File: src/rtl/lc_clk_byp_resp.sv
// Responder side of the life-cycle clock-bypass handshake: synchronizes the
// multibit request, steers the clock muxes and returns a multibit acknowledge.
module lc_clk_byp_resp #(
   parameter int unsigned SYNC_STAGES    = 2,
   parameter int unsigned TIMEOUT_CYCLES = 64,
   localparam int unsigned CNT_W         = $clog2(TIMEOUT_CYCLES)
) (
   input  logic       clk_i,
   input  logic       rst_ni,
   input  logic [3:0] lc_clk_byp_req_i,
   input  logic       clk_byp_done_i,
   output logic       byp_sel_o,
   output logic [3:0] lc_clk_byp_ack_o,
   output logic       fatal_err_o
);

   localparam logic [3:0] LC_ON  = 4'b1010;
   localparam logic [3:0] LC_OFF = 4'b0101;

   localparam logic [2:0] ST_IDLE    = 3'd0;
   localparam logic [2:0] ST_SWITCH  = 3'd1;
   localparam logic [2:0] ST_ACK     = 3'd2;
   localparam logic [2:0] ST_RELEASE = 3'd3;
   localparam logic [2:0] ST_ERROR   = 3'd4;

   logic [SYNC_STAGES-1:0][3:0] sync_q, sync_d;
   logic [3:0]                  req_s;
   logic                        req_on_q, req_on_d;
   logic                        req_inv_q, req_inv_d;
   logic                        req_inv_prev_q, req_inv_prev_d;
   logic [2:0]                  state_q, state_d;
   logic [CNT_W-1:0]            cnt_q, cnt_d;
   logic [CNT_W-1:0]            cnt_inc;
   logic                        timeout;

   assign req_s = sync_q[SYNC_STAGES-1];

   // Decode is registered so the FSM never sees the synchronizer output directly.
   always_comb begin
      sync_d         = {sync_q[SYNC_STAGES-2:0], lc_clk_byp_req_i};
      req_on_d       = (req_s == LC_ON);
      req_inv_d      = (req_s != LC_ON) && (req_s != LC_OFF);
      req_inv_prev_d = req_inv_q;
   end

   assign cnt_inc = cnt_q + 1'b1;
   assign timeout = (cnt_inc == CNT_W'(TIMEOUT_CYCLES - 1));

   always_comb begin
      state_d = state_q;
      cnt_d   = cnt_q;
      case (state_q)
         ST_IDLE: begin
            if (req_on_q) state_d = ST_SWITCH;
         end
         ST_SWITCH: begin
            if (clk_byp_done_i)  state_d = ST_ACK;
            else if (!req_on_q)  state_d = ST_RELEASE;
            else if (timeout)    state_d = ST_ERROR;
            else                 cnt_d   = cnt_inc;
         end
         ST_ACK: begin
            if (!req_on_q)            state_d = ST_RELEASE;
            else if (!clk_byp_done_i) state_d = ST_ERROR;
         end
         ST_RELEASE: begin
            if (!clk_byp_done_i) state_d = ST_IDLE;
            else if (timeout)    state_d = ST_ERROR;
            else                 cnt_d   = cnt_inc;
         end
         ST_ERROR: state_d = ST_ERROR;
         default:  state_d = ST_ERROR;
      endcase
      // A persistent invalid encoding overrides whatever the FSM wanted.
      if (req_inv_q && req_inv_prev_q) state_d = ST_ERROR;
      if (state_d != state_q) cnt_d = '0;
   end

   always_ff @(posedge clk_i) begin
      if (!rst_ni) begin
         sync_q         <= {SYNC_STAGES{LC_OFF}};
         req_on_q       <= 1'b0;
         req_inv_q      <= 1'b0;
         req_inv_prev_q <= 1'b0;
         state_q        <= ST_IDLE;
         cnt_q          <= '0;
      end else begin
         sync_q         <= sync_d;
         req_on_q       <= req_on_d;
         req_inv_q      <= req_inv_d;
         req_inv_prev_q <= req_inv_prev_d;
         state_q        <= state_d;
         cnt_q          <= cnt_d;
      end
   end

   assign byp_sel_o        = (state_q == ST_SWITCH) || (state_q == ST_ACK);
   assign lc_clk_byp_ack_o = (state_q == ST_ACK) ? LC_ON : LC_OFF;
   assign fatal_err_o      = (state_q == ST_ERROR);

endmodule
File: config.mk
export PLATFORM = sky130hd
export DESIGN_NAME = lc_clk_byp_resp
export DESIGN_NICKNAME = d
export VERILOG_FILES = /design/src/rtl/lc_clk_byp_resp.sv
export SDC_FILE = /design/constraint.sdc
export NUM_CORES = 1
export LEC_CHECK = 0
export CORE_MARGIN = 2
export CORE_UTILIZATION = 50
export CTS_CLUSTER_DIAMETER = 80
export DETAILED_ROUTE_END_ITERATION = 10
export GPL_TIMING_DRIVEN = 0
export PLACE_DENSITY = 0.81
export SLEW_MARGIN = 30
export SYNTH_ARGS = -nofsm -noshare
export SYNTH_HDL_FRONTEND = slang
export SYNTH_SLANG_ARGS = --single-unit
File: constraint.sdc
create_clock -name clk_i -period 1.9 [get_ports clk_i]
set_input_delay 0.38 -clock clk_i [delete_from_list [all_inputs] [get_ports clk_i]]
set_output_delay 0.38 -clock clk_i [all_outputs]
set_load 0.02 [all_outputs]
==> insert_results.sql, run 1 <==
INSERT INTO impl_metrics (metric_group, metric, value, unit) VALUES
('critical_path', 'cpPeakStageDelay', '0.43', 'ns'),
('clock_tree', 'cts.root.buffer_cell', 'sky130_fd_sc_hd__clkbuf_4', ''),
('detailed_routing', 'num_vias', '803', ''),
('synth', 'postSynth.asyncResetShare', '0', ''),
('global_route', 'first_pass_grt_wire_length', '2840', 'um'),
('sta', 'hold_violations', '0', ''),
('detailed_routing', 'detail_route.wirelength', '1970', 'um'),
('hold_path', 'min_from', 'clk_byp_done_i', ''),
('power', 'irDropWorstVdd', '513', 'uV'),
('clock_tree', 'cts_hold_repair.buffers', '0', ''),
('global_route', 'groute.usage.overall', '0.182', ''),
('placement', 'place_hpwl', '1290', 'um'),
('hold_path', 'timing.hold.worst_path_depth', '3', ''),
('critical_path', 'timing.critical_path.from_type', 'flop', ''),
('critical_path', 'path_max_fanout', '9', ''),
('sta', 'setup-violations-final', '0', ''),
('placement', 'dp_worst_setup_slack', '-0.407', 'ns'),
('synth', 'post_synth_num_cell_types', '31', ''),
('global_route', 'via_count_of_the_first_global_routing_pass', '730', ''),
('detailed_routing', 'drt-pass1-iter-count', '4', ''),
('critical_path', 'reg2reg_setup_slack', '0.02', 'ns'),
('run_status', 'outcome', 'finished clean', ''),
('placement', 'place.port_buffers', '11', ''),
('final_layout', 'post_route_cells_drive_above_1_share', '0.240', ''),
('synth', 'net_count_of_the_mapped_netlist', '121', ''),
('die', 'design.portCount', '13', ''),
('critical_path', 'worstPathCellList', 'buf_6 > or3b_1 > a211o_4 > or4_4 > a21oi_2', ''),
('final_layout', 'syn_to_final_growth', '26.5', '%'),
('job', 'maxCapViolCount', '0', ''),
('detailed_routing', 'drtIter0Drc', '8', ''),
('critical_path', 'r2r_cells', '5', ''),
('clock_tree', 'cts.sink_count', '20', ''),
('detailed_routing', 'detail_route.drc_violations', '0', ''),
('critical_path', 'crit_required', '2.15', 'ns'),
('die', 'die-width', '47.8', 'um'),
('final_layout', 'finalNetCount', '139', ''),
('detailed_routing', 'vias_per_cell', '5.21', ''),
('critical_path', 'critical_path_sink_type', 'flop', ''),
('die', 'area_enclosed_by_the_die_boundary', '2280', 'um^2'),
('clock_tree', 'cts.htree.levels', '1', ''),
('clock_tree', 'cts_tree', 'built', ''),
('clock_tree', 'clk-insertion-delay-late', '0.31', 'ns'),
('die', 'rows', '15', ''),
('placement', 'place_congestion', '0.855', ''),
('global_route', 'globalRouteOverflowTotal', '0', ''),
('sta', 'worst_case_headroom_to_the_max_slew_limit', '0.738', ''),
('sta', 'fin_tns_setup', '0', 'ns'),
('clock_tree', 'path_clk_slew', '0.11', 'ns'),
('synth', 'synth-edff-count', '0', ''),
('global_route', 'antenna_violations_before_repair', '0', ''),
('sta', 'tightest_slew', '0.392', 'ns'),
('synth', 'ys_seq_area_frac', '0.418', ''),
('synth', 'yosysWarnings', '0', ''),
('critical_path', 'cpMaxStageDelayCell', 'sky130_fd_sc_hd__or4_4', ''),
('sta', 'layout_worst_path_cycle_share', '0.991', ''),
('sta', 'period_needed', '1.88', 'ns'),
('critical_path', 'critical_path_arrival', '2.13', 'ns'),
('final_layout', 'diodes', '0', ''),
('detailed_routing', 'wire_per_inst', '12.8', 'um'),
('clock_tree', 'clockBufferDepth', '2', ''),
('critical_path', 'rr_endpoint', 'cnt_q[3]$_SDFFE_PP0P_', ''),
('detailed_routing', 'ant_nets', '0', ''),
('critical_path', 'crit_type', 'flop to flop', ''),
('final_layout', 'final_common_cell', 'sky130_fd_sc_hd__dfxtp_1', ''),
('critical_path', 'regToRegStartpoint', 'req_on_q$_SDFF_PN0_', ''),
('power', 'leakage', '0.482', 'nW'),
('sta', 'finalClockSkew', '0.00234', 'ns'),
('final_layout', 'mostFrequentLayoutCells', 'sky130_fd_sc_hd__dfxtp_1 (19), sky130_fd_sc_hd__nor2_1 (13), sky130_fd_sc_hd__and2_1 (7)', ''),
('synth', 'synth-seq-cells', '20', ''),
('clock_tree', 'cts_made_buffers', '3', ''),
('global_route', 'grt_start_max_net_pins', '13', '');
==> synth_stat cells (all sizes together), types with 2 or more instances <==
library cell / instances / area share
xnor2: 7 / 0.064
clkbuf: 4 / 0.016
o21ai: 4 / 0.021
and2: 7 / 0.046
buf: 4 / 0.035
nor2: 14 / 0.055
a211oi: 3 / 0.023
dfxtp: 20 / 0.42
nand3: 4 / 0.021
nand2: 7 / 0.027
ha: 2 / 0.026
a21oi: 8 / 0.042
inv: 5 / 0.020
nand2b: 6 / 0.039
nor3: 2 / 0.010
==> cell families (layout without fill, tap and decap cells) <==
group	Yosys count	after routing	share of synthesized area
fa+ha+maj	2	2	0.0261
simple gates	48	48	0.264
mux	1	1	0.0104
xor+xnor	7	7	0.0640
buf+inv	13	30	0.0705
compound gates	21	21	0.148
flops	20	20	0.418
==> worst max path at each step <==
| stage | cells after the start | start | end | slack (ns) |
|---|---|---|---|---|
| 2_1_floorplan | 5 | state_q[1]$_SDFF_PN0_ | lc_clk_byp_ack_o[3] | 0.11 |
| 3_3_place_gp | 6 | state_q[1]$_SDFF_PN0_ | lc_clk_byp_ack_o[3] | -0.36 |
| 3_5_place_dp | 6 | state_q[1]$_SDFF_PN0_ | lc_clk_byp_ack_o[3] | -0.41 |
| 4_1_cts | 4 | state_q[1]$_SDFF_PN0_ | lc_clk_byp_ack_o[0] | 0.01 |
| 5_1_grt | 5 | req_on_q$_SDFF_PN0_ | cnt_q[3]$_SDFFE_PP0P_ | -0.03 |
| 6_report | 5 | req_on_q$_SDFF_PN0_ | cnt_q[3]$_SDFFE_PP0P_ | 0.02 |
==> per-layer routing <==
metal	GRT usage	share of wire	wire [um]
met5	0	0	0
met1	0.193	0.44	873
met2	0.331	0.49	958
met3	0.0226	0.035	69
met4	0.124	0.036	70
==> report_power, final <==
group	internal [W]	total, W	switching (W)
Sequential	0.000430	0.000435	0.00000459
Clock	0.000214	0.000349	0.000135
Combinational	0.0000249	0.0000444	0.0000195
==> stage by stage <==
stage                     utilization  power, W  instance area (um^2)  instances
after detailed placement        0.623  0.000487                  1100        148
after floorplan                     -  0.000468                   958        112
after global placement          0.623  0.000485                  1100        148
final                           0.687  0.000828                  1210        154
after global routing            0.687  0.000848                  1210        154
after CTS                       0.657  0.000834                  1160        151
==> sequential cells by signal (all words and copies together) (netlist names) <==
signal	count
state_q	3
req_s	4
sync_d	4
cnt_q	6
req_on_q	1
req_inv_prev_q	1
req_inv_prev_d	1
==> area by class of cell <==
| class | instances | area (um^2) |
|---|---|---|
| well taps | 25 | 31.3 |
| multi-input cells | 79 | 533 |
| inverters | 5 | 18.8 |
| clock inverters | 1 | 30.0 |
| fillers | 149 | 552 |
| clock buffers | 3 | 22.5 |
| flip-flops and latches | 20 | 402 |
| repair buffers | 14 | 114 |
| plain buffers | 7 | 61.3 |
==> timing repair <==
item,CTS,global route
buffers inserted,0,3
pin swaps,0,2
endpoints found under the setup margin,12,10
resized for setup,22,10
==> critical path, delay by kind of cell (launching register included) <==
| kind | cells | cell delay [ns] |
|---|---|---|
| compound gates | 2 | 0.54 |
| buf+inv | 1 | 0.14 |
| flops | 1 | 0.35 |
| simple gates | 2 | 0.80 |
(Power assumes the default switching activity.)
==> run 2: changes to the inputs <==
--- a/config.mk
+++ b/config.mk
@@ -11,6 +11,7 @@
 export DETAILED_ROUTE_END_ITERATION = 10
 export GPL_TIMING_DRIVEN = 0
 export PLACE_DENSITY = 0.81
+export SETUP_SLACK_MARGIN = 0.1
 export SLEW_MARGIN = 30
 export SYNTH_ARGS = -nofsm -noshare
 export SYNTH_HDL_FRONTEND = slang
==> run 2 against run 1 <==
Net effect: critical endpoint unchanged; register-to-register slack better by 0.06 ns; utilization is 2.9 points higher; critical path depth stayed put; first-iteration DRC count grew to 2.8 times the previous value; hold slack better by 0.031 ns; fmax is 3.4% higher; global-route usage is 1.2 points higher; final cell count is 1.9% higher; total power is 0.12% higher; critical path type unchanged; via count is 4.2% higher; sequential power hardly changed.
==> insert_results.sql, run 2 (same netlist as run 1, synthesis figures left out) <==
INSERT INTO impl_metrics (metric_group, metric, value, unit) VALUES
('power', 'p_sw', '0.000160', 'W'),
('clock_tree', 'clockBufferDepth', '2', ''),
('detailed_routing', 'drtIter0Drc', '22', ''),
('sta', 'period_needed', '1.82', 'ns'),
('clock_tree', 'cts_hold_repair.buffers', '0', ''),
('job', 'maxCapViolCount', '0', ''),
('critical_path', 'timing.critical_path.from_type', 'flop', ''),
('critical_path', 'crit_required', '2.15', 'ns'),
('run_status', 'outcome', 'finished clean', ''),
('power', 'leakage', '0.501', 'nW'),
('power', 'clockPowerShare', '0.420', ''),
('final_layout', 'final_core_util', '0.716', ''),
('placement', 'dp_worst_setup_slack', '-0.407', 'ns'),
('critical_path', 'cpPeakStageDelay', '0.43', 'ns'),
('die', 'area_enclosed_by_the_die_boundary', '2280', 'um^2'),
('critical_path', 'cpMaxStageDelayCell', 'sky130_fd_sc_hd__or4_4', ''),
('sta', 'fin_tns_setup', '0', 'ns'),
('critical_path', 'crit_buf_inv', '1', ''),
('clock_tree', 'cts.root.buffer_cell', 'sky130_fd_sc_hd__clkbuf_4', ''),
('die', 'y_dimension_of_the_die', '47.8', 'um'),
('final_layout', 'final_common_cell', 'sky130_fd_sc_hd__dfxtp_1', ''),
('final_layout', 'post_route_cells_drive_above_1_share', '0.333', ''),
('detailed_routing', 'ant_nets', '0', ''),
('detailed_routing', 'num_vias', '837', ''),
('final_layout', 'finalNetCount', '142', ''),
('critical_path', 'dominant_delay_contributor_by_cell_family_on_the_critical_path', 'simple AND/OR/NAND/NOR gates', ''),
('placement', 'place_congestion', '0.855', ''),
('power', 'irDropWorstVdd', '513', 'uV'),
('die', 'die-width', '47.8', 'um'),
('global_route', 'grt_start_max_net_pins', '13', ''),
('sta', 'setup-violations-final', '0', ''),
('global_route', 'groute.usage.overall', '0.194', ''),
('hold_path', 'hp-class', 'input pin to flop', ''),
('final_layout', 'top_register', 'cnt_q', ''),
('placement', 'place.port_buffers', '11', ''),
('power', 'power_density_cells', '656', 'nW/um^2'),
('sta', 'fin_ws', '0.0789', 'ns'),
('clock_tree', 'clk-insertion-delay-late', '0.31', 'ns'),
('global_route', 'antenna_violations_before_repair', '0', ''),
('final_layout', 'mostFrequentLayoutCells', 'sky130_fd_sc_hd__dfxtp_1 (18), sky130_fd_sc_hd__nor2_1 (13), sky130_fd_sc_hd__buf_4 (9)', ''),
('detailed_routing', 'detail_route.drc_violations', '0', ''),
('critical_path', 'critPathLaunch', 'req_on_q$_SDFF_PN0_', ''),
('die', 'core-area', '1760', 'um^2'),
('power', 'internal-power', '0.000669', 'W'),
('die', 'rows', '15', ''),
('sta', 'hold_violations', '0', ''),
('power', 'share_comb_of_total_power', '0.056', ''),
('sta', 'layout_worst_path_cycle_share', '0.958', ''),
('sta', 'whs', '0.387', 'ns'),
('placement', 'place_hpwl', '1290', 'um'),
('power', 'power.share.sequential', '0.523', ''),
('critical_path', 'worstPathCellList', 'buf_6 > or3b_4 > a211o_4 > or4_4 > a21oi_2', ''),
('clock_tree', 'cts.sink_count', '20', ''),
('clock_tree', 'cts_tree', 'built', ''),
('placement', 'post-place-cells', '148', ''),
('sta', 'maxSlewViolCount', '0', ''),
('final_layout', 'nFillCells', '141', ''),
('detailed_routing', 'detail_route.wirelength', '2130', 'um'),
('die', 'start_util', '0.543', ''),
('critical_path', 'crit_type', 'flop to flop', ''),
('detailed_routing', 'drt-pass1-iter-count', '5', ''),
('power', 'power.share.switching', '0.193', ''),
('final_layout', 'diodes', '0', ''),
('final_layout', 'syn_to_final_growth', '31.9', '%'),
('critical_path', 'critical_path_sink_type', 'flop', ''),
('hold_path', 'min_from', 'clk_byp_done_i', ''),
('clock_tree', 'path_clk_slew', '0.11', 'ns'),
('global_route', 'first_pass_grt_wire_length', '2990', 'um'),
('critical_path', 'path_max_fanout', '7', ''),
('clock_tree', 'cts.htree.levels', '1', ''),
('global_route', 'globalRouteOverflowTotal', '0', ''),
('sta', 'max_clock_freq', '0.549', 'GHz'),
('sta', 'worst_case_headroom_to_the_max_slew_limit', '0.741', ''),
('final_layout', 'stdcell_count', '157', ''),
('critical_path', 'regToRegStartpoint', 'req_on_q$_SDFF_PN0_', ''),
('sta', 'rsz_0062_raised_after_global_routing', 'yes', ''),
('final_layout', 'largest_reg_flops', '6', ''),
('detailed_routing', 'vias_per_cell', '5.33', ''),
('global_route', 'via_count_of_the_first_global_routing_pass', '754', ''),
('die', 'design.portCount', '13', ''),
('detailed_routing', 'wire_per_inst', '13.5', 'um'),
('sta', 'finalClockSkew', '0.00226', 'ns'),
('clock_tree', 'cts_made_buffers', '3', ''),
('sta', 'tightest_slew', '0.388', 'ns'),
('critical_path', 'critical_path_arrival', '2.07', 'ns');
==> run 2: through the flow <==
step / total power (W) / area, um^2
floorplan: 0.000468 / 958
global placement: 0.000485 / 1100
detailed placement: 0.000487 / 1100
CTS: 0.000835 / 1210
global route: 0.000851 / 1260
finish: 0.000829 / 1260
==> run 2: repair_timing <==
| action | in CTS | in global routing |
|---|---|---|
| pin swaps | 1 | 6 |
| setup buffers | 2 | 3 |
| resized for setup | 36 | 17 |
| setup endpoints to repair | 12 | 11 |
==> run 2: cell type report <==
cell class | instances | area, um^2 | area share
Multi-Input combinational cell | 79 | 562 | 0.445
Sequential cell | 20 | 403 | 0.319
Clock buffer | 3 | 22.5 | 0.0178
Timing Repair Buffer | 16 | 129 | 0.102
Inverter | 5 | 18.8 | 0.0149
Tap cell | 25 | 31.3 | 0.0248
Buffer | 8 | 67.6 | 0.0535
Clock inverter | 1 | 30.0 | 0.0238
==> run 2: routing by layer <==
metal | track usage | part of all wire | vias to the layer above | routed length [um]
li1 | - | - | 413 | -
met1 | 0.205 | 0.41 | 392 | 879
met4 | 0.135 | 0.025 | 0 | 53
met3 | 0.0264 | 0.044 | 7 | 94
met2 | 0.349 | 0.52 | 25 | 1100
met5 | 0 | 0 | - | 0
==> run 2: worst min-delay path, delay by kind of cell <==
kind                   cells  cell delay, ns
buffers and inverters      1            0.11
and+or+nand+nor            2            0.17
==> run 2: worst paths after layout <==
| path | endpoint | slack [ns] | cells after the start |
|---|---|---|---|
| worst max register to register | cnt_q[3]$_SDFFE_PP0P_ | 0.08 | 5 |
| worst min register to register | req_s[2]$_SDFF_PN1_ | 0.42 | 1 |
| worst min-delay path | state_q[1]$_SDFF_PN0_ | 0.39 | 3 |
| worst max-delay path | cnt_q[3]$_SDFFE_PP0P_ | 0.08 | 5 |
==> run 2: power groups by stage <==
stage	Clock, W	Sequential [W]	Combinational (W)
2_1_floorplan	0	0.000442	0.0000265
3_3_place_gp	0	0.000443	0.0000423
3_5_place_dp	0	0.000443	0.0000436
4_1_cts	0.000355	0.000434	0.0000455
5_1_grt	0.000364	0.000435	0.0000514
6_report	0.000349	0.000434	0.0000465
